**config.mk**
```make
export PLATFORM = sky130hd
export DESIGN_NAME = slv_guard_chan_monitor
export DESIGN_NICKNAME = d
export VERILOG_FILES = /design/src/rtl/slv_guard_chan_monitor.sv
export SDC_FILE = /design/constraint.sdc
export NUM_CORES = 1
export LEC_CHECK = 0
export ABC_AREA = 1
export CORE_ASPECT_RATIO = 0.8
export CORE_MARGIN = 4
export CORE_UTILIZATION = 40
export CTS_CLUSTER_SIZE = 14
export DETAILED_ROUTE_END_ITERATION = 8
export HOLD_SLACK_MARGIN = 0.08
export PLACE_DENSITY = 0.64
export SLEW_MARGIN = 20
export SYNTH_ARGS = -nofsm -noshare
export SYNTH_HDL_FRONTEND = slang
export SYNTH_SLANG_ARGS = --single-unit
```
**constraint.sdc**
```tcl
create_clock -name clk_i -period 21.2 [get_ports clk_i]
set_clock_uncertainty 0.15 [all_clocks]
set_input_delay 5.3 -clock clk_i [delete_from_list [all_inputs] [get_ports clk_i]]
set_output_delay 5.3 -clock clk_i [all_outputs]
set_load 0.005 [all_outputs]
```
**src/rtl/slv_guard_chan_monitor.sv**
```systemverilog
// Channel guard between a manager and a subordinate: tracks outstanding request IDs,
// flags timeouts and unmatched responses, then drains error responses and sequences a subordinate reset.
//
// state    | meaning
// RUN      | normal forwarding; the table is tracked while guard_ena_i=1
// DRAIN    | manager side isolated; one error response is returned per outstanding slot
// RESET    | rst_req_o high; waiting for the subordinate to report reset in progress
// WAIT_CLR | waiting for the subordinate reset to finish before resuming
module slv_guard_chan_monitor #(
    parameter int IdWidth  = 4,
    parameter int MaxTxns  = 8,
    parameter int CntWidth = 10
) (
    input  logic                         clk_i,
    input  logic                         rst_ni,
    input  logic                         guard_ena_i,
    input  logic [CntWidth-1:0]          budget_i,
    input  logic                         mst_req_valid_i,
    output logic                         mst_req_ready_o,
    input  logic [IdWidth-1:0]           mst_req_id_i,
    output logic                         slv_req_valid_o,
    input  logic                         slv_req_ready_i,
    input  logic                         slv_rsp_valid_i,
    output logic                         slv_rsp_ready_o,
    input  logic [IdWidth-1:0]           slv_rsp_id_i,
    input  logic                         slv_rsp_last_i,
    output logic                         mst_rsp_valid_o,
    input  logic                         mst_rsp_ready_i,
    output logic [IdWidth-1:0]           mst_rsp_id_o,
    output logic                         mst_rsp_last_o,
    output logic                         mst_rsp_err_o,
    output logic                         irq_o,
    output logic                         rst_req_o,
    input  logic                         rst_stat_i,
    output logic [IdWidth-1:0]           fault_id_o,
    output logic [$clog2(MaxTxns+1)-1:0] outstanding_o
);

    localparam int OcWidth   = $clog2(MaxTxns + 1);
    localparam int SlotWidth = $clog2(MaxTxns);

    localparam logic [1:0] ST_RUN      = 2'd0;
    localparam logic [1:0] ST_DRAIN    = 2'd1;
    localparam logic [1:0] ST_RESET    = 2'd2;
    localparam logic [1:0] ST_WAIT_CLR = 2'd3;

    logic [1:0]           state_q;
    logic [MaxTxns-1:0]   valid_q;
    logic [IdWidth-1:0]   id_q   [MaxTxns];
    logic [CntWidth-1:0]  age_q  [MaxTxns];
    logic [SlotWidth-1:0] rank_q [MaxTxns];
    logic [OcWidth-1:0]   count_q;
    logic                 irq_q;
    logic                 rst_req_q;
    logic [IdWidth-1:0]   fault_id_q;

    logic                 run_on;
    logic                 full;
    logic                 match_found;
    logic [SlotWidth-1:0] match_idx;
    logic [SlotWidth-1:0] match_rank;
    logic                 drain_found;
    logic [SlotWidth-1:0] drain_idx;
    logic                 alloc_found;
    logic [SlotWidth-1:0] alloc_idx;
    logic                 to_found;
    logic [SlotWidth-1:0] to_idx;
    logic                 req_hs;
    logic                 rsp_hs;
    logic                 alloc;
    logic                 free_rsp;
    logic                 free_drain;
    logic                 free_en;
    logic [SlotWidth-1:0] free_idx;
    logic [SlotWidth-1:0] free_rank;
    logic [SlotWidth-1:0] new_rank;
    logic                 fault_to;
    logic                 fault_um;

    assign run_on = (state_q == ST_RUN) && guard_ena_i;
    assign full   = (count_q == OcWidth'(MaxTxns));

    // rank_q is kept compact (0 = oldest), so the drain head is always the rank-0 slot
    always_comb begin
        match_found = 1'b0;
        match_idx   = '0;
        match_rank  = '0;
        drain_found = 1'b0;
        drain_idx   = '0;
        alloc_found = 1'b0;
        alloc_idx   = '0;
        to_found    = 1'b0;
        to_idx      = '0;
        for (int i = 0; i < MaxTxns; i++) begin
            if (valid_q[i] && (id_q[i] == slv_rsp_id_i) &&
                (!match_found || (rank_q[i] < match_rank))) begin
                match_found = 1'b1;
                match_idx   = SlotWidth'(i);
                match_rank  = rank_q[i];
            end
            if (valid_q[i] && (rank_q[i] == '0) && !drain_found) begin
                drain_found = 1'b1;
                drain_idx   = SlotWidth'(i);
            end
            if (!valid_q[i] && !alloc_found) begin
                alloc_found = 1'b1;
                alloc_idx   = SlotWidth'(i);
            end
            if (valid_q[i] && (budget_i != '0) && (age_q[i] == budget_i) && !to_found) begin
                to_found = 1'b1;
                to_idx   = SlotWidth'(i);
            end
        end
    end

    always_comb begin
        mst_req_ready_o = 1'b0;
        slv_req_valid_o = 1'b0;
        slv_rsp_ready_o = 1'b1;
        mst_rsp_valid_o = 1'b0;
        mst_rsp_id_o    = '0;
        mst_rsp_last_o  = 1'b0;
        mst_rsp_err_o   = 1'b0;
        if (state_q == ST_RUN) begin
            mst_req_ready_o = slv_req_ready_i && !(guard_ena_i && full);
            slv_req_valid_o = mst_req_valid_i && !(guard_ena_i && full);
            slv_rsp_ready_o = mst_rsp_ready_i;
            mst_rsp_valid_o = slv_rsp_valid_i;
            mst_rsp_id_o    = slv_rsp_id_i;
            mst_rsp_last_o  = slv_rsp_last_i;
        end else if (state_q == ST_DRAIN) begin
            mst_rsp_valid_o = drain_found;
            mst_rsp_id_o    = id_q[drain_idx];
            mst_rsp_last_o  = 1'b1;
            mst_rsp_err_o   = 1'b1;
        end
    end

    assign req_hs     = slv_req_valid_o && slv_req_ready_i;
    assign rsp_hs     = slv_rsp_valid_i && slv_rsp_ready_o;
    assign alloc      = run_on && req_hs && alloc_found;
    assign free_rsp   = run_on && rsp_hs && slv_rsp_last_i && match_found;
    assign free_drain = (state_q == ST_DRAIN) && mst_rsp_valid_o && mst_rsp_ready_i;
    assign free_en    = free_rsp || free_drain;
    assign free_idx   = free_drain ? drain_idx : match_idx;
    assign free_rank  = rank_q[free_idx];
    assign new_rank   = SlotWidth'(count_q - OcWidth'(free_en));
    assign fault_to   = run_on && to_found;
    assign fault_um   = run_on && rsp_hs && !match_found;

    always_ff @(posedge clk_i or negedge rst_ni) begin
        if (!rst_ni) begin
            valid_q <= '0;
            count_q <= '0;
            for (int i = 0; i < MaxTxns; i++) begin
                id_q[i]   <= '0;
                age_q[i]  <= '0;
                rank_q[i] <= '0;
            end
        end else if ((state_q == ST_RUN) && !guard_ena_i) begin
            valid_q <= '0;
            count_q <= '0;
            for (int i = 0; i < MaxTxns; i++) begin
                age_q[i] <= '0;
            end
        end else begin
            count_q <= count_q + OcWidth'(alloc) - OcWidth'(free_en);
            for (int i = 0; i < MaxTxns; i++) begin
                if (valid_q[i] && (age_q[i] != '1)) begin
                    age_q[i] <= age_q[i] + 1'b1;
                end
                if (free_en && valid_q[i] && (rank_q[i] > free_rank)) begin
                    rank_q[i] <= rank_q[i] - 1'b1;
                end
                if (free_en && (free_idx == SlotWidth'(i))) begin
                    valid_q[i] <= 1'b0;
                end
                if (alloc && (alloc_idx == SlotWidth'(i))) begin
                    valid_q[i] <= 1'b1;
                    id_q[i]    <= mst_req_id_i;
                    age_q[i]   <= '0;
                    rank_q[i]  <= new_rank;
                end
            end
        end
    end

    always_ff @(posedge clk_i or negedge rst_ni) begin
        if (!rst_ni) begin
            state_q    <= ST_RUN;
            irq_q      <= 1'b0;
            rst_req_q  <= 1'b0;
            fault_id_q <= '0;
        end else begin
            case (state_q)
                ST_RUN: begin
                    if (fault_to || fault_um) begin
                        state_q    <= ST_DRAIN;
                        irq_q      <= 1'b1;
                        fault_id_q <= fault_to ? id_q[to_idx] : slv_rsp_id_i;
                    end
                end
                ST_DRAIN: begin
                    if (count_q == '0) begin
                        state_q   <= ST_RESET;
                        rst_req_q <= 1'b1;
                    end
                end
                ST_RESET: begin
                    if (rst_stat_i) begin
                        state_q <= ST_WAIT_CLR;
                    end
                end
                ST_WAIT_CLR: begin
                    if (!rst_stat_i) begin
                        state_q    <= ST_RUN;
                        irq_q      <= 1'b0;
                        rst_req_q  <= 1'b0;
                        fault_id_q <= '0;
                    end
                end
                default: state_q <= ST_RUN;
            endcase
        end
    end

    assign irq_o         = irq_q;
    assign rst_req_o     = rst_req_q;
    assign fault_id_o    = fault_id_q;
    assign outstanding_o = count_q;

endmodule

```
* Word-level counts from Yosys, hierarchy flattened
Index checks and enable logic that the tools add are counted.
** Storage, ports and cells
- Register bits :: 156
- Output and inout port bits :: 20
- Word-level logic and storage cells :: 496
- Input bits :: 27
** Operators by class
- Eq/ne operators :: 46
- Reduce and logical (&&, ||, !) cells :: 220
- Order comparisons :: 18
- Muxes and demuxes :: 152
- Add/subtract/negate cells :: 19
- Bitwise gates (word level) :: 4
** Operator list (count)
- $mux 10 :: 16
- $mux 3 :: 49
- $logic_and 1x1->1 :: 116
- $add 10x1->10 const B :: 8
- $eq 10x10->1 :: 8
- $mux 80 :: 1
- $ne 10x10->1 const B :: 8
- $mux 1 :: 63
- $reduce_bool 3->1 :: 16
- $mux 4 :: 10
- $logic_not 1->1 :: 37
- $eq 4x4->1 :: 8
- $reduce_and 2->1 :: 16
- $logic_not 3->1 :: 10
- $bmux 4 s3 :: 2
- $eq 3x3->1 const B :: 8
- $gt 3x3->1 :: 8
- $sub 3x1->3 const B :: 8
- $lt 3x3->1 :: 7
- $reduce_bool 2->1 :: 10
- $eq 3x2->1 const B :: 4
- $ge 4x4->1 const B :: 3
- $not 3->4 :: 3
- $mux 2 :: 5
- 21 further kinds :: 35

* Longest topological paths before layout
- Word-level depth :: 40
- Mapped depth :: 87

* Worst setup path before layout
Ideal clock, no wire load.
- Path type :: input to register
- Start :: input slv_rsp_id_i[2]
- End :: register rank_q[17] (netlist bit)
- Arrival time :: 13.503 ns
- Setup time :: 0.117 ns
- Path buffers :: 1
- Setup slack :: 7.430 ns
- Stages on the path :: 67
- Required time :: 20.933 ns
- Cells stage by stage :: buf_4 inv_4 nand2_1 nand2_1 nand2_1 nor2_2 nand2_1 nor2_1 inv_1 ha_1 a21oi_1 nand2_1 nand2_2 nand2_4 o21ai_0 ha_1 a21oi_1 nand2_1 [31 not listed] nand2_2 nand2_2 nand2_2 o21ai_2 nor2_1 inv_1 o22ai_1 nor2_1 a32oi_1 ha_1 nand3_1 nand2_1 inv_1 o21ai_2 nand2_2 nand2_1 nand2_1 nand2_1
** Between the ends
- Longest elaborated chain between the ends :: 40
- Elaborated cells between the ends (all ways) :: 80
- Those cells by class :: add/sub (1); order compare (8); eq/ne (8); mux (27); bitwise (1); reduce/logical (35)
** Ends and longest elaborated chain
- from (decl) :: RTL line 25 : input logic [IdWidth-1:0] slv_rsp_id_i,
- $eq 4x4->1 :: RTL line 95 : if (valid_q[i] && (id_q[i] == slv_rsp_id_i) &&
- $logic_and 1x1->1 :: RTL line 95
- $mux 3 / $mux 1 (equally long branches) :: RTL line 95
- $lt 3x3->1 / $logic_not 1->1 (equally long branches) :: RTL line 96 : (!match_found || (rank_q[i] < match_rank))) begin
- $logic_or 1x1->1 :: RTL line 96
- $logic_and 1x1->1 :: RTL line 95
- $mux 3 / $mux 1 (equally long branches) :: RTL line 95
- $lt 3x3->1 / $logic_not 1->1 (equally long branches) :: RTL line 96
- [23 not listed]
- $mux 3 :: RTL line 145 : assign free_idx = free_drain ? drain_idx : match_idx;
- $not 3->4 (not written as such) :: RTL line 146 : assign free_rank = rank_q[free_idx];
- $bmux 3 s3 :: RTL line 146
- $mux 3 (not written as such) (2 in a row) :: RTL line 146
- $gt 3x3->1 :: RTL line 172 : if (free_en && valid_q[i] && (rank_q[i] > free_rank)) begin
- $logic_and 1x1->1 :: RTL line 172
- $reduce_bool 2->1 (no source line)
- $reduce_and 2->1 (no source line)
- to (signal, indexed assignment) :: RTL line 173 : rank_q[i] <= rank_q[i] - 1'b1;
- to (signal, indexed assignment) :: RTL line 182 : rank_q[i] <= new_rank;
- to (decl) :: RTL line 51 : logic [SlotWidth-1:0] rank_q [MaxTxns];
Several ways; a longest one is shown, not always the timed one. The select of a mux whose other input is x is not followed.
A chain may end at the register's enable or synchronous reset.

* Final worst setup path
- Start :: input slv_rsp_id_i[2]
- End :: register rank_q[16] (netlist bit)
Same word-level chain as after synthesis.

==> flow_summary.json <==
{
  "wl_per_cell_um": 18.5,
  "antenna_left": 0,
  "r2r_slack_ns": 10.62,
  "cp-start-kind": "primary input",
  "grt_pass1_wl_um": 63500,
  "drive_above_1_share": 0.0638,
  "ys_seq_area_frac": 0.319,
  "fin_area_sq_um": 13700,
  "rsz0062_at_grt": "no",
  "cts_made_buffers": 17,
  "cp.arrival_ns": 15.95,
  "crit_slowest_cell": "a32oi_1",
  "multi_input_area_sq_um": 7220,
  "yosys_register_bits": 156,
  "syn_avg_cell_area_sq_um": 7.09,
  "dpl.hpwl_um": 30000,
  "dr_total_vias": 12400,
  "postCtsSetupBuffers": 0,
  "die_w_um": 203,
  "fin_cells": 2178,
  "clockRootBuffer": "clkbuf_16",
  "wirelength_um": 40400,
  "cts_hold_buf": 0,
  "yosys_warnings": 0,
  "yosys.area.top_type": "dfrtp_1",
  "min_period_ns": 15.73,
  "cp.required_ns": 21.42,
  "worst-setup-path-type": "primary input to flop",
  "syn_inst": 1724,
  "via_per_inst": 5.67,
  "tightest_slew_ns": 1.23,
  "hp-class": "flop to flop",
  "whs_ns": 0.353,
  "n_antenna_cell": 0,
  "row_count": 56,
  "fp.dieArea_sq_um": 33400,
  "setup_viol": 0,
  "seq_area_sq_um": 3900,
  "synth.area.top_cells": "dfrtp_1 32%, nand2_1 11%, inv_1 7.0%, ha_1 6.8%, nand3_1 5.8%",
  "clock_sinks": 156,
  "clockBufferDepth": 2,
  "dieHeight_um": 164,
  "grt_antenna_before_repair": 0,
  "grt-ovfl-total": 0,
  "cp_slowest_stage_delay_ns": 0.87,
  "start_util": 0.412,
  "cts_resized": 0,
  "maxSlewHeadroom": 0.178,
  "first_iter_violations": 1544,
  "fin_setup_tns_ns": 0,
  "core_sq_um": 29700,
  "p_per_area_nw_per_um2": 86.0,
  "path_common_cell": "nand2_1",
  "nNetsFinal": 1854,
  "grt_pass1_vias": 11300,
  "syn_area_sq_um": 12200,
  "dpl_cell_area_sq_um": 13100,
  "drc": 0,
  "max-cap-violations": 0,
  "syn-num-nets": 1818,
  "fin_crit_sh": 0.742,
  "numPlacedInstances": 2147,
  "ir_drop_v": 0.0000667,
  "ys_types": 56,
  "port_buffers": 46,
  "slew_viol_final": 0,
  "place_congestion": 0.951,
  "fill_cells": 3035,
  "run_status": "complete, no violations",
  "io_pins": 47,
  "htree_levels": 4,
  "area_delta_synth_final_pct": 12.1,
  "synth_top_area_share": 0.319,
  "synth-edff-count": 0,
  "crit_path_max_fanout": 9,
  "tritoncts": "yes",
  "hold_viol_final": 0,
  "cp-end-kind": "flop",
  "grt_max_degree": 81,
  "static-leakage-power_nw": 6.30,
  "max_freq_mhz": 63.6,
  "dr.pass1.iters": 6,
  "synthArstFlopShare": 1.00,
  "track_usage": 0.241,
  "clk_pin_slew_ns": 0.07,
  "clk_latency_ns": 0.44,
  "dominantRegCellSynth": "dfrtp_1"
}
flip-flops by register name, indices dropped and copies added (netlist names):
signal / count
age_q: 80
valid_q: 8
rank_q: 24
irq_o: 1
fault_id_o: 4
outstanding_o: 4
id_q: 32
rst_req_o: 1
state_q: 2
critical path: cells and delay by family:
kind,cells,cell delay (ns)
adder cells (fa/ha/maj),8,2.46
buffers and inverters,4,1.03
AND/OR/NAND/NOR,37,3.38
AO/OA/AOI/OAI,16,3.75
cell type report:
| type | instances | share of cell area |
|---|---|---|
| Clock buffer | 17 | 0.0310 |
| Sequential cell | 156 | 0.285 |
| Multi-Input combinational cell | 1284 | 0.527 |
| Inverter | 247 | 0.0680 |
| Clock inverter | 14 | 0.0135 |
| Timing Repair Buffer | 54 | 0.0383 |
| Tap cell | 406 | 0.0371 |
stage by stage:
step / power, mW / setup slack (ns) / util
2_1_floorplan: 0.679 / 7.43 / -
3_3_place_gp: 0.843 / 5.70 / 0.440
3_5_place_dp: 0.850 / 5.21 / 0.441
4_1_cts: 1.18 / 5.66 / 0.461
5_1_grt: 1.26 / 4.34 / 0.461
6_report: 1.18 / 5.47 / 0.461
where the power goes:
group          internal (mW)  total, mW  switching [mW]
combinational          0.172      0.470           0.298
clock                  0.188      0.327           0.138
sequential             0.334      0.383          0.0487
total                  0.694       1.18           0.485
cell usage after synthesis (7+ instances only):
cell / n
inv_1: 229
o211ai_1: 22
o21ai_0: 132
xor2_1: 44
o21ai_1: 7
o311ai_0: 8
mux2i_1: 8
nor3b_1: 8
nand4_1: 30
nand2_2: 27
nand3_2: 7
nand2_4: 13
xnor2_1: 23
nor3_1: 40
ha_1: 66
nand2_1: 351
nand3_1: 142
a21oi_1: 47
clkinv_1: 11
o22ai_1: 28
dfrtp_1: 156
nor4_1: 24
a221oi_1: 12
nor2_1: 173
clkbuf_1: 27
o2111ai_1: 13
logic make-up (layout without fill, tap and decap cells):
| family | Yosys count | after routing | synth area share |
|---|---|---|---|
| simple gates | 833 | 833 | 0.310 |
| flops | 156 | 156 | 0.319 |
| compound gates | 309 | 309 | 0.156 |
| buf+inv | 284 | 332 | 0.0908 |
| fa+ha+maj | 67 | 67 | 0.0692 |
| xor+xnor | 67 | 67 | 0.0480 |
| mux | 8 | 8 | 0.00655 |
final timing paths:
check / start / cells after the start / endpoint
setup / recovery: slv_rsp_id_i[2] / 65 / rank_q[16]$_DFFE_PN0P_
hold / removal: fault_id_o[1]$_DFFE_PN0P_ / 1 / fault_id_o[1]$_DFFE_PN0P_
setup reg to reg: valid_q[0]$_DFFE_PN0P_ / 63 / rank_q[16]$_DFFE_PN0P_
hold reg to reg: fault_id_o[1]$_DFFE_PN0P_ / 1 / fault_id_o[1]$_DFFE_PN0P_
max in group asynchronous: rst_ni / 2 / rank_q[5]$_DFFE_PN0P_
min in group asynchronous: rst_ni / 1 / age_q[63]$_DFFE_PN0P_
per-layer routing:
layer  GRT usage  wire [um]
met1       0.362      18600
met2       0.359      17100
met3      0.0455       3850
met4      0.0610        842
met5           0          0
layout by cell type, fill, tap and decap left out, types with 30 or more instances in the layout:
cell type / count
a21oi_1: 47
clkdlybuf4s50_1: 45
dfrtp_1: 156
ha_1: 66
inv_1: 229
nand2_1: 351
nand3_1: 142
nand4_1: 30
nor2_1: 172
nor3_1: 40
o21ai_0: 132
xor2_1: 44
No activity file was read; power rests on OpenSTA's default activity.
